**src/rtl/jt900h_dump_seq_pkg.sv**
```systemverilog
// Shared constants for the register-dump serializer: FSM encoding and
// default frame framing values.
package jt900h_dump_seq_pkg;

  typedef enum logic [2:0] {
    ST_IDLE  = 3'd0,
    ST_HDR   = 3'd1,
    ST_FETCH = 3'd2,
    ST_LOAD  = 3'd3,
    ST_SEND  = 3'd4,
    ST_CHK   = 3'd5
  } dump_st_e;

  localparam logic [7:0] DUMP_HEADER    = 8'hA5;
  localparam logic [7:0] DUMP_LAST_ADDR = 8'h51;

endpackage

```
**src/rtl/jt900h_dump_seq.sv**
```systemverilog
// Streams a register dump as HEADER, bytes 0..LAST_ADDR, then a checksum byte
// that zeroes the 8-bit sum of the whole frame.
module jt900h_dump_seq
  import jt900h_dump_seq_pkg::*;
#(
  parameter logic [7:0] LAST_ADDR = DUMP_LAST_ADDR,
  parameter logic [7:0] HEADER    = DUMP_HEADER
) (
  input  logic       clk,
  input  logic       rst,
  input  logic       start,
  input  logic       abort,
  output logic [7:0] dmp_addr,
  input  logic [7:0] dmp_din,
  output logic [7:0] tx_data,
  output logic       tx_valid,
  input  logic       tx_ready,
  output logic       busy,
  output logic       done
);

  dump_st_e   st;
  logic [7:0] addr;
  logic [7:0] sum;
  logic [7:0] sum_nxt;
  logic       xfer;

  assign dmp_addr = addr;
  assign xfer     = tx_valid & tx_ready;
  assign sum_nxt  = sum + tx_data;

  always_ff @(posedge clk or posedge rst) begin
    if (rst) begin
      st       <= ST_IDLE;
      addr     <= 8'd0;
      sum      <= 8'd0;
      tx_data  <= 8'd0;
      tx_valid <= 1'b0;
      busy     <= 1'b0;
      done     <= 1'b0;
    end else begin
      done <= 1'b0;
      // abort wins over a transfer landing on the same edge
      if (abort && st != ST_IDLE) begin
        st       <= ST_IDLE;
        tx_valid <= 1'b0;
        busy     <= 1'b0;
      end else begin
        case (st)
          ST_IDLE: if (start && !abort) begin
            st       <= ST_HDR;
            tx_data  <= HEADER;
            tx_valid <= 1'b1;
            busy     <= 1'b1;
          end
          ST_HDR: if (xfer) begin
            st       <= ST_FETCH;
            addr     <= 8'd0;
            sum      <= HEADER;
            tx_valid <= 1'b0;
          end
          ST_FETCH: st <= ST_LOAD;
          // dmp_din now reflects the address presented during FETCH
          ST_LOAD: begin
            st       <= ST_SEND;
            tx_data  <= dmp_din;
            tx_valid <= 1'b1;
          end
          ST_SEND: if (xfer) begin
            sum <= sum_nxt;
            if (addr == LAST_ADDR) begin
              st      <= ST_CHK;
              tx_data <= ~sum_nxt + 8'd1;
            end else begin
              st       <= ST_FETCH;
              addr     <= addr + 8'd1;
              tx_valid <= 1'b0;
            end
          end
          ST_CHK: if (xfer) begin
            st       <= ST_IDLE;
            tx_valid <= 1'b0;
            busy     <= 1'b0;
            done     <= 1'b1;
          end
          default: begin
            st       <= ST_IDLE;
            tx_valid <= 1'b0;
            busy     <= 1'b0;
          end
        endcase
      end
    end
  end

endmodule
```
**config.mk**
```make
export PLATFORM = sky130hd
export DESIGN_NAME = jt900h_dump_seq
export DESIGN_NICKNAME = d
export VERILOG_FILES = /design/src/rtl/jt900h_dump_seq_pkg.sv /design/src/rtl/jt900h_dump_seq.sv
export SDC_FILE = /design/constraint.sdc
export NUM_CORES = 1
export LEC_CHECK = 0
export CAP_MARGIN = 30
export CORE_ASPECT_RATIO = 1.4
export CORE_MARGIN = 2
export CORE_UTILIZATION = 40
export CTS_BUF_LIST = sky130_fd_sc_hd__clkbuf_4 sky130_fd_sc_hd__clkbuf_8 sky130_fd_sc_hd__clkbuf_16
export DETAILED_ROUTE_END_ITERATION = 6
export SETUP_SLACK_MARGIN = 0.05
export SYNTH_ARGS = -nofsm -noshare
export SYNTH_HDL_FRONTEND = slang
export SYNTH_SLANG_ARGS = --single-unit
export TNS_END_PERCENT = 50
```
**constraint.sdc**
```tcl
create_clock -name clk -period 4.79 [get_ports clk]
set_clock_uncertainty 0.2 [all_clocks]
set_input_delay 1.437 -clock clk [delete_from_list [all_inputs] [get_ports clk]]
set_output_delay 1.437 -clock clk [all_outputs]
set_load 0.01 [all_outputs]
```
==> impl_metrics.tcl, run 1 <==
set metrics [dict create \
    synth_cell_types 55 \
    comb_power_share_pct 56.1 \
    yosys.area.top_type "dfrtp_1" \
    mappedNetlistArea_mm2 0.00202 \
    grt_setup_unrepaired "false" \
    switching_share_pct 44.4 \
    synth_top_area_share_pct 37.1 \
    setup_viol 0 \
    setup.worst_path.start "abort" \
    clkPwrFrac_pct 15.2 \
    cts_buffers 5 \
    vias 1820 \
    cts_root_buf "clkbuf_8" \
    critical-path-max-stage-delay_ns 0.53 \
    cp_max_fo 8 \
    core.rowCount 30 \
    grt_pass1_vias 1787 \
    endpoint "dmp_addr[7]" \
    cts_resized 0 \
    power_leakage_uw 0.00104 \
    initial_utilization_pct 41.8 \
    core-area_mm2 0.00484 \
    postRouteWirelength_um 5200 \
    power.density_mw_per_mm2 520 \
    clock_latency_ns 0.29 \
    wl_per_cell_um 16.1 \
    clock-sinks 30 \
    met3_usage_pct 3.21 \
    dpl.hpwl_um 4020 \
    seq_power_share_pct 28.6 \
    yosysSeqAreaShare_pct 37.1 \
    syn-mean-instance-area_um2 8.99 \
    worstSetupEndpointType "register" \
    vias_per_cell 5.63 \
    synth_seq_cells 30 \
    drc_errors 0 \
    period_share_pct 73.9 \
    drv_slew 0 \
    status "finished, final reports clean" \
    worstPathRequired_ns 4.75 \
    die_x_um 64.1 \
    busiest_layer "met2" \
    ys_top_cells_by_area "dfrtp_1, ha_1, nor2_1, xor2_1, a21oi_1" \
    yosysWarnings 0 \
    ir_drop_mv 0.229 \
    dieArea_mm2 0.00565 \
    post_cts.repair.setup_buffers 0 \
    slew_headroom_pct 39.4 \
    r2r-end "tx_data[6]" \
    syn-num-nets 249 \
    hold_class "reg -> reg" \
    grt_pass1_wl_um 8730 \
    netlist_top_cells_count "dfrtp_1, nor2_1, a21oi_1, nand2_1, xor2_1" \
    switching_power_uw 572 \
    globalRouteMet2Util_pct 35.9 \
    fillers 479 \
    holdBufCountCts 0 \
    met1_usage_pct 24.2 \
    drv_cap 0 \
    antenna_found_initial 0 \
    grt_max_degree 21 \
    dr.pass1.iters 4 \
    area_growth_syn_to_layout_pct 22.4 \
    r2r_start "tx_data[0]" \
    die_y_um 88.1 \
    power.internal_uw 715 \
    overflow 0 \
    async_flop_share_pct 100 \
    clk_path_buf_depth 2 \
    dpl.cell_count 316 \
    fin_cells 323 \
    worstMarginPinSlew_ns 0.909 \
    crit_path_top_delay_cell "clkdlybuf4s50_1" \
    yosysMostFrequentCell "dfrtp_1" \
    ant_nets 0 \
    drt_iter0_markers 103 \
    syn_inst 225 \
    whs_ns 0.313 \
    start_kind "input pin" \
    worstRegToRegCells 9 \
    fmax_mhz 282 \
    r2r_slack_ns 1.71 \
    fin_setup_tns_ns 0 \
    diodes 0 \
    port_buffers 31 \
    synth_edf_count 0 \
    layout-drive-gt1-share_pct 6.95 \
    grt.total_usage_pct 20.2 \
    htree_levels 2 \
    worstPathCellList "clkdlybuf4s50_1 > nor2_1 > nand3_1 > nor3_1 > nand3_1 > xor2_1 > nor2_1" \
    io_pins 32 \
    arrival_ns 3.50 \
    fin_nets 283 \
    hold_viol 0 \
    ys.flop_type "dfrtp_1" \
    period_needed_ns 3.54 \
    gp_congestion 0.805 \
    cts_tree "yes" \
    crit_type "in -> reg" \
    clkTransAtPathRegs_ns 0.06 \
]
-- registers in the layout, summed over array words and instances, names as in the netlist --
name / count
tx_data: 8
st: 3
busy: 1
done: 1
dmp_addr: 8
tx_valid: 1
sum: 8
-- cell usage in the layout (no fill, tap or decap), types with 3 or more instances in the layout --
cell type,n
o21a_1,3
a211oi_1,3
dfrtp_1,30
ha_1,10
a221oi_1,3
and3_1,5
clkdlybuf4s50_1,31
o31ai_1,4
xnor2_1,3
nand3_1,9
nor3_1,5
inv_1,10
nor2_1,29
or3_1,3
a22o_1,3
nand2_1,12
xor2_1,11
nor2b_1,4
nand4_1,3
o22ai_1,4
a21oi_1,12
clkbuf_8,5
nor3b_1,4
o21ai_0,8
-- layer usage --
layer,wire (um),part of all wire (%)
met3,130,2.5
met5,0,0
met4,108,2.1
met2,2700,52
met1,2260,44
-- per-stage QoR --
stage | area [um^2] | worst slack (ns) | power [uW] | util [%]
floorplan | 2020 | 1.88 | 897 | -
global placement | 2390 | 1.07 | 1080 | 49.4
detailed placement | 2400 | 0.981 | 1090 | 49.5
CTS | 2470 | 1.26 | 1290 | 51.1
global route | 2470 | 1.02 | 1400 | 51.1
finish | 2470 | 1.25 | 1290 | 51.1
-- power by group through the flow --
| stage | clock network [uW] | logic (uW) | registers, uW |
|---|---|---|---|
| finish | 196 | 723 | 369 |
| global route | 211 | 815 | 377 |
| CTS | 199 | 727 | 368 |
| detailed placement | 0 | 723 | 372 |
| global placement | 0 | 710 | 372 |
| floorplan | 0 | 536 | 362 |
-- critical path, delay by kind of cell --
| kind | cells | cell delay (ns) |
|---|---|---|
| xor+xnor | 1 | 0.15 |
| buf+inv | 1 | 0.53 |
| simple gates | 5 | 1.38 |
-- cell type report --
cell class / instances / area (um^2) / area share, %
Sequential cell: 30 / 751 / 30.3
Timing Repair Buffer: 34 / 330 / 13.3
Multi-Input combinational cell: 177 / 1190 / 48.2
Clock buffer: 5 / 68.8 / 2.78
Clock inverter: 2 / 10.0 / 0.404
Tap cell: 64 / 80.1 / 3.24
Inverter: 11 / 41.3 / 1.67
-- cell families (layout without fill, tap and decap cells) --
kind of cell | Yosys count | count (layout) | synth area share [%]
simple gates | 88 | 88 | 22.1
compound gates | 62 | 62 | 22.4
buf+inv | 18 | 52 | 3.84
xor+xnor | 14 | 14 | 6.06
flops | 30 | 30 | 37.1
mux | 2 | 2 | 1.30
fa+ha+maj | 11 | 11 | 7.18
-- how the worst min path moves through the flow --
stage                     startpoint      to  slack, ns  cells past startpoint
after floorplan               sum[3]  sum[3]       0.28                      1
after global placement          busy    busy       0.29                      2
after detailed placement        busy    busy       0.30                      2
after CTS                       busy    busy       0.32                      2
after global routing            busy    busy       0.33                      2
final                           busy    busy       0.31                      2
Power figures use the tool's default switching activity.
==> run 2: changes to the inputs <==
==> constraint.sdc (replaced) <==
create_clock -name clk -period 3.6 [get_ports clk]
set_clock_uncertainty 0.2 [all_clocks]
set_input_delay 1.08 -clock clk [delete_from_list [all_inputs] [get_ports clk]]
set_output_delay 1.08 -clock clk [all_outputs]
set_load 0.01 [all_outputs]
==> run 2 against run 1 <==
  * Flip-flop and latch count stayed put
  * Sequential share of layout area is 0.59 points lower
  * Combinational power is 35% higher
  * Cell count is 1.5% higher
  * Die area stayed put
  * Clock power is 46% higher
  * Worst setup slack worse by 0.68 ns
  * Total power is 36% higher
  * Highest routed layer unchanged
==> impl_metrics.tcl, run 2 (synthesis gave the netlist of run 1 again) <==
set metrics [dict create \
    grt_max_degree 31 \
    cts_tree "yes" \
    dieArea_mm2 0.00565 \
    drc_errors 0 \
    final_common_cell "clkdlybuf4s50_1" \
    initial_utilization_pct 41.8 \
    critical-path-max-stage-delay_ns 0.54 \
    post_cts.repair.setup_buffers 0 \
    layout-drive-gt1-share_pct 8.71 \
    clkTransAtPathRegs_ns 0.06 \
    fillers 456 \
    worstSetupEndpointType "register" \
    grt_pass1_wl_um 8740 \
    io_pins 32 \
    power_leakage_uw 0.00106 \
    area_growth_syn_to_layout_pct 24.8 \
    crit_path_top_delay_cell "or4_1" \
    r2r_start "tx_data[0]" \
    drv_cap 0 \
    port_buffers 31 \
    worstPathCellList "ha_1 > inv_1 > fa_1 > nor2b_1 > o211a_1 > o311ai_1 > or4_1 > a32o_1 > mux2_4" \
    worstMarginPinSlew_ns 0.788 \
    grt.total_usage_pct 20.1 \
    arrival_ns 2.99 \
    overflow 0 \
    hold_viol 0 \
    holdBufCountCts 0 \
    drt_iter0_markers 59 \
    layout_common_cells "clkdlybuf4s50_1, dfrtp_1, nor2_1, nand2_1, a21oi_1" \
    die_y_um 88.1 \
    finalPower_uw 1760 \
    vias 1846 \
    wl_per_cell_um 16.2 \
    status "finished, final reports clean" \
    setup.worst_path.start "tx_data[0]" \
    fin_setup_tns_ns 0 \
    cp_max_fo 4 \
    ir_drop_mv 0.316 \
    busiest_layer "met2" \
    drv_slew 0 \
    dpl.hpwl_um 3940 \
    cts_buffers 5 \
    vias_per_cell 5.63 \
    hold_class "reg -> reg" \
    slew_headroom_pct 46.6 \
    r2r-end "tx_data[6]" \
    globalRouteMet2Util_pct 36.6 \
    fin_nets 287 \
    r2r_slack_ns 0.57 \
    cts_root_buf "clkbuf_8" \
    cts_resized 0 \
    power.internal_uw 993 \
    die_x_um 64.1 \
    grt_pass1_vias 1796 \
    dr.pass1.iters 4 \
    clock_latency_ns 0.28 \
    clk_path_buf_depth 2 \
    start_kind "register" \
    met3_usage_pct 3.08 \
    switching_power_uw 764 \
    grt_setup_unrepaired "false" \
    antenna_found_initial 0 \
    gp_congestion 0.834 \
    clkPwrFrac_pct 16.3 \
    htree_levels 2 \
    comb_power_share_pct 55.6 \
    clock-sinks 30 \
    crit_type "reg -> reg" \
    setup_viol 0 \
    period_share_pct 84.2 \
    postRouteWirelength_um 5310 \
    core.rowCount 30 \
    worstRegToRegCells 9 \
    met1_usage_pct 24.0 \
    core-area_mm2 0.00484 \
    power.density_mw_per_mm2 696 \
    whs_ns 0.318 \
    endpoint "tx_data[6]" \
    diodes 0 \
    seq_power_share_pct 28.1 \
    ant_nets 0 \
    fmax_mhz 330 \
    period_needed_ns 3.03 \
    worstPathRequired_ns 3.56 \
    switching_share_pct 43.5 \
]
run 2: per-stage QoR:
step	utilization, %	setup WS (ns)	instance area, um^2	instances
after global placement	50.2	0.520	2430	320
after global routing	52.1	0.240	2520	328
after CTS	52.1	0.574	2520	328
after floorplan	-	0.724	2020	225
after detailed placement	50.2	0.480	2430	320
final	52.1	0.568	2520	328
run 2: power by group through the flow:
stage | Combinational (uW) | Sequential, uW | Clock, uW
floorplan | 713 | 481 | 0
global placement | 962 | 498 | 0
detailed placement | 965 | 499 | 0
CTS | 975 | 493 | 300
global route | 1100 | 502 | 311
finish | 977 | 493 | 287
run 2: critical path, delay by kind of cell, from the launching register on:
| kind | cells | cell delay (ns) |
|---|---|---|
| and+or+nand+nor | 2 | 0.78 |
| AOI/OAI and AO/OA | 3 | 0.64 |
| adders and majority gates | 2 | 0.61 |
| DFF | 1 | 0.37 |
| muxes | 1 | 0.25 |
| buffers and inverters | 1 | 0.07 |
run 2: per-layer routing:
layer | wire length, um | share of wire (%)
met1 | 2370 | 45
met2 | 2770 | 52
met3 | 144 | 2.7
met4 | 29 | 0.55
met5 | 0 | 0
run 2: final cells by class:
cell class	instances	area, um^2	area share, %
well taps	64	80.1	3.17
repair buffers	38	363	14.4
inverters	11	41.3	1.64
multi-input cells	177	1190	47.3
clock buffers	7	90.1	3.57
flip-flops and latches	30	751	29.7
clock inverters	1	5.00	0.198
run 2: worst min path at each step:
stage,endpoint,cells after the start,from
after floorplan,sum[3],1,sum[3]
after global placement,busy,2,busy
after detailed placement,sum[6],1,sum[6]
after CTS,sum[6],1,sum[6]
after global routing,busy,2,busy
final,sum[6],1,sum[6]
==> run 3: changes to the inputs <==
==> constraint.sdc (replaced) <==
create_clock -name clk -period 2.8 [get_ports clk]
set_clock_uncertainty 0.2 [all_clocks]
set_input_delay 0.84 -clock clk [delete_from_list [all_inputs] [get_ports clk]]
set_output_delay 0.84 -clock clk [all_outputs]
set_load 0.01 [all_outputs]
==> run 3 against run 2 <==
  * Wire length rose by 4.7%
  * Largest cell class unchanged
  * Worst hold slack got worse by 0.014 ns
  * Via count rose by 4.4%
==> impl_metrics.tcl, run 3 (synthesis gave the netlist of run 1 again) <==
set metrics [dict create \
    status "finished, final reports clean" \
    drc_errors 0 \
    layout_common_cells "clkdlybuf4s50_1, dfrtp_1, buf_4, nor2_1" \
    port_buffers 31 \
    grt_pass1_vias 1911 \
    drt_iter0_markers 88 \
    post-place-ws_ns -0.0575 \
    drv_cap 0 \
    vias_per_cell 5.49 \
    worstRegToRegCells 9 \
    clk_path_buf_depth 2 \
    worstMarginPinSlew_ns 0.460 \
    fin_cells 351 \
    start_kind "register" \
    fmax_mhz 362 \
    dpl.hpwl_um 4140 \
    wl_per_cell_um 15.8 \
    worstPathRequired_ns 2.77 \
    final_cell_area_mm2 0.00278 \
    cts_buffers 5 \
    finalWorstSetupSlack_ns 0.0401 \
    clock_latency_ns 0.29 \
    final_common_cell "clkdlybuf4s50_1" \
    cts_root_buf "clkbuf_8" \
    period_needed_ns 2.76 \
    holdBufCountCts 0 \
    crit_path_top_delay_cell "or4_1" \
    ir_drop_mv 0.366 \
    period_share_pct 98.6 \
    dieArea_mm2 0.00565 \
    drv_slew 0 \
    initial_utilization_pct 41.8 \
    core-area_mm2 0.00484 \
    arrival_ns 2.73 \
    cp_max_fo 3 \
    hold_viol 0 \
    postPlaceCellArea_mm2 0.00260 \
    crit_type "reg -> reg" \
    power.density_mw_per_mm2 941 \
    cts_tree "yes" \
    worstSetupEndpointType "register" \
    die_x_um 64.1 \
    setup.worst_path.start "sum[0]" \
    vias 1927 \
    postRouteWirelength_um 5560 \
    grt_max_degree 31 \
    worstPathCellList "ha_4 > inv_2 > fa_2 > nor2b_4 > o211a_1 > o311ai_2 > or4_1 > a32o_1 > mux2_4" \
    dpl.cell_count 341 \
    fin_nets 310 \
    r2r-end "tx_data[6]" \
    core.rowCount 30 \
    setup_viol 0 \
    critical-path-max-stage-delay_ns 0.56 \
    antenna_found_initial 0 \
    r2r_start "sum[0]" \
    diodes 0 \
    hold_class "reg -> reg" \
    clkTransAtPathRegs_ns 0.07 \
    clock-sinks 30 \
    endpoint "tx_data[6]" \
    grt.total_usage_pct 21.1 \
    io_pins 32 \
    overflow 0 \
    gp_congestion 0.825 \
    dr.pass1.iters 4 \
    die_y_um 88.1 \
    slew_headroom_pct 69.2 \
    htree_levels 2 \
    grt_pass1_wl_um 9180 \
    grt_setup_unrepaired "true" \
    layout-drive-gt1-share_pct 19.9 \
    power_leakage_uw 0.00118 \
    ant_nets 0 \
    area_growth_syn_to_layout_pct 37.4 \
    r2r_slack_ns 0.04 \
]
==> run 3: cell types whose count changed in the layout (fill, tap and decap cells not counted), sizes merged <==
| cell | delta |
|---|---|
| buf | +23 |
==> run 3: what timing repair did <==
action                                  4_1_cts  5_1_grt
endpoints found under the setup margin        2        3
gates resized for setup                       6        5
setup buffers                                 2        0
cloned                                        0        0
pin swaps                                     6        1
==> run 3: per-stage QoR <==
stage                     utilization [%]  TNS [ns]  total power [uW]  hold slack [ns]
after floorplan                         -         0              1560            0.277
after global placement               53.7  -0.00761              2070            0.290
after detailed placement             53.7   -0.0718              2080            0.294
after CTS                            56.6         0              2530            0.307
after global routing                 57.4   -0.0255              2850            0.329
final                                57.4         0              2610            0.304
==> run 3: layout make-up <==
| type | instances | area, um^2 |
|---|---|---|
| repair buffers | 61 | 536 |
| well taps | 64 | 80.1 |
| fillers | 454 | 2060 |
| clock inverters | 1 | 5.00 |
| inverters | 11 | 41.3 |
| flip-flops and latches | 30 | 751 |
| multi-input cells | 177 | 1270 |
| clock buffers | 7 | 90.1 |
==> run 3: worst min path at each step <==
stage	to	startpoint	cells past startpoint	slack, ns
2_1_floorplan	sum[3]	sum[3]	1	0.28
3_3_place_gp	busy	busy	2	0.29
3_5_place_dp	busy	busy	2	0.29
4_1_cts	busy	busy	2	0.31
5_1_grt	busy	busy	2	0.33
6_report	busy	busy	2	0.30
==> run 3: critical path: cells and delay by family, from the launching register on <==
kind	cells	cell delay, ns
simple gates	2	0.71
fa+ha+maj	2	0.54
compound gates	3	0.50
flops	1	0.41
mux	1	0.25
buf+inv	1	0.03
==> run 3: power breakdown <==
part	total, uW	internal [uW]	switching (uW)
Combinational	1620	774	841
Sequential	618	526	91.9
Clock	381	208	173
==> run 3: layer usage <==
layer	wire length [um]	up-vias	global-route usage (%)
met1	2350	939	24.2
li1	-	952	-
met4	57	0	6.38
met3	197	5	3.86
met5	0	-	0
met2	2950	31	39.7
==> patch: new RTL, flow settings as in run 2 <==
The 6 values of `dump_st_e` get a one-hot encoding in 6 bits.
--- a/src/rtl/jt900h_dump_seq_pkg.sv
+++ b/src/rtl/jt900h_dump_seq_pkg.sv
@@ -2,13 +2,13 @@
 // default frame framing values.
 package jt900h_dump_seq_pkg;
 
-  typedef enum logic [2:0] {
-    ST_IDLE  = 3'd0,
-    ST_HDR   = 3'd1,
-    ST_FETCH = 3'd2,
-    ST_LOAD  = 3'd3,
-    ST_SEND  = 3'd4,
-    ST_CHK   = 3'd5
+  typedef enum logic [5:0] {
+    ST_IDLE  = 6'b000001,
+    ST_HDR   = 6'b000010,
+    ST_FETCH = 6'b000100,
+    ST_LOAD  = 6'b001000,
+    ST_SEND  = 6'b010000,
+    ST_CHK   = 6'b100000
   } dump_st_e;
 
   localparam logic [7:0] DUMP_HEADER    = 8'hA5;
Function: same outputs for any inputs over 10 cycles, from zero or initial values and one cycle with rst high; not proved beyond that.
==> patch against run 2 <==
Power grew 3.6%. Sequential share of layout area grew 0.97 points. Count of clock-buffer cells in the layout unchanged. Final area is 6.7% higher. Routed wire length is 2.2% higher. Setup slack better by 220 ps. Area after synthesis increased by 11%. Sequential cell count grew 3. Non-clock buffer count is 3 lower. Critical path type unchanged.
==> patch: results (changes against run 2) <==
qor: placement.hpwlAfterDp 4083 um [was 3936 um]
qor: min_path.hold_path_startpoint busy [was sum[6]]
qor: worst_setup_path.crit_path_end tx_valid [was tx_data[6]]
qor: worst_setup_path.cpMaxStageDelayCell nor4_1 [was or4_1]
qor: finish.bufAreaShareNonClock 0.1264 [was 0.1438]
qor: worst_setup_path.timing.critical_path.fanout_max 10 [was 4]
qor: grt.grt_util_met1 0.2269 [was 0.2397]
qor: synth.proportion_of_synthesized_chip_area_in_sequential_cells 0.3701 [was 0.3713]
qor: worst_setup_path.critical-path-max-stage-delay 750 ps [was 540 ps]
qor: finish.non_clock_inverter_count 8 [was 11]
qor: finish.layout_cell_share_with_drive_strength_beyond_1 0.1099 [was 0.08712]
qor: pwr.power 1820 uW [was 1757 uW]
qor: finish.flops_and_latches 33 [was 30]
qor: finish.non_clock_buffer_count 35 [was 38]
qor: routing.wl_cell 15.90 um [was 16.18 um]
qor: pwr.vdd_drop_max 0.4071 mV [was 0.3156 mV]
qor: floorplanning.core_region_area 0.005445 sq mm [was 0.004842 sq mm]
qor: synth.post_synth_main_area_contributors dfrtp_1 (36%), ha_1 (5.6%), nor2_1 (3.0%) [was dfrtp_1 (37%), ha_1 (6.2%), nor2_1 (5.4%)]
qor: worst_setup_path.regToRegSetupSlack 780 ps [was 570 ps]
qor: finish.filler_cell_count 537 [was 456]
qor: min_path.min_path_cells 2 [was 1]
qor: finish.multi_input_comb_cells 189 [was 177]
qor: pwr.total_leakage_power 0.001110 uW [was 0.001064 uW]
qor: pwr.power.share.sequential 0.295 [was 0.281]
qor: pwr.internal_power 1051 uW [was 992.8 uW]
qor: run_status.run_status finished, final reports clean [unchanged]
qor: routing.met3_length 242 um [was 144 um]
qor: synth.postSynthNetCount 267 [was 249]
qor: min_path.timing.hold.worst_endpoint busy [was sum[6]]
qor: grt.global_route.usage.total 0.1878 [was 0.2013]
qor: grt.gr-usage-met3 0.02673 [was 0.03085]
qor: grt.use_met2 0.3218 [was 0.3665]
qor: pwr.clock_power_share 0.171 [was 0.163]
qor: placement.gp_routability_congestion 0.8639 [was 0.8339]
qor: placement.detailed_place.area 0.002591 sq mm [was 0.002429 sq mm]
qor: sta.slew_headroom 0.4239 [was 0.4665]
qor: routing.wl_met2 2795 um [was 2767 um]
qor: finish.fraction_of_standard_cell_area_that_is_sequential 0.3072 [was 0.2975]
qor: finish.area_share_clock_buf_inv 0.03764 [was 0.03768]
qor: sta.hold_ws 300.5 ps [was 318.0 ps]
qor: routing.sum_of_routed_wire_segments_on_met1 2272 um [was 2365 um]
==> patch: changes by cell type in the layout (fill, tap and decap cells not counted), sizes merged, moves of 4 or more <==
cell and change:
a221oi -4, a31oi +4, nand3b +4, nor2 -9
nor3 +4, o21ai +13, xor2 -5
==> patch: cells by family (layout without fill, tap and decap cells) <==
logic type / count (synthesis) / after routing / synth area share
AOI/OAI and AO/OA: 74 / 74 / 0.2341
xor gates and xnor gates: 9 / 9 / 0.03528
adders and majority gates: 11 / 11 / 0.06495
buffers and inverters: 21 / 51 / 0.04424
DFF: 33 / 33 / 0.3701
muxes: 1 / 1 / 0.004479
and+or+nand+nor: 94 / 94 / 0.2469
==> patch: stage by stage <==
stage,setup WS (ps),cells
2_1_floorplan,934.7,243
3_3_place_gp,600.8,333
3_5_place_dp,570.1,333
4_1_cts,778.7,341
5_1_grt,595.4,341
6_report,784.0,341
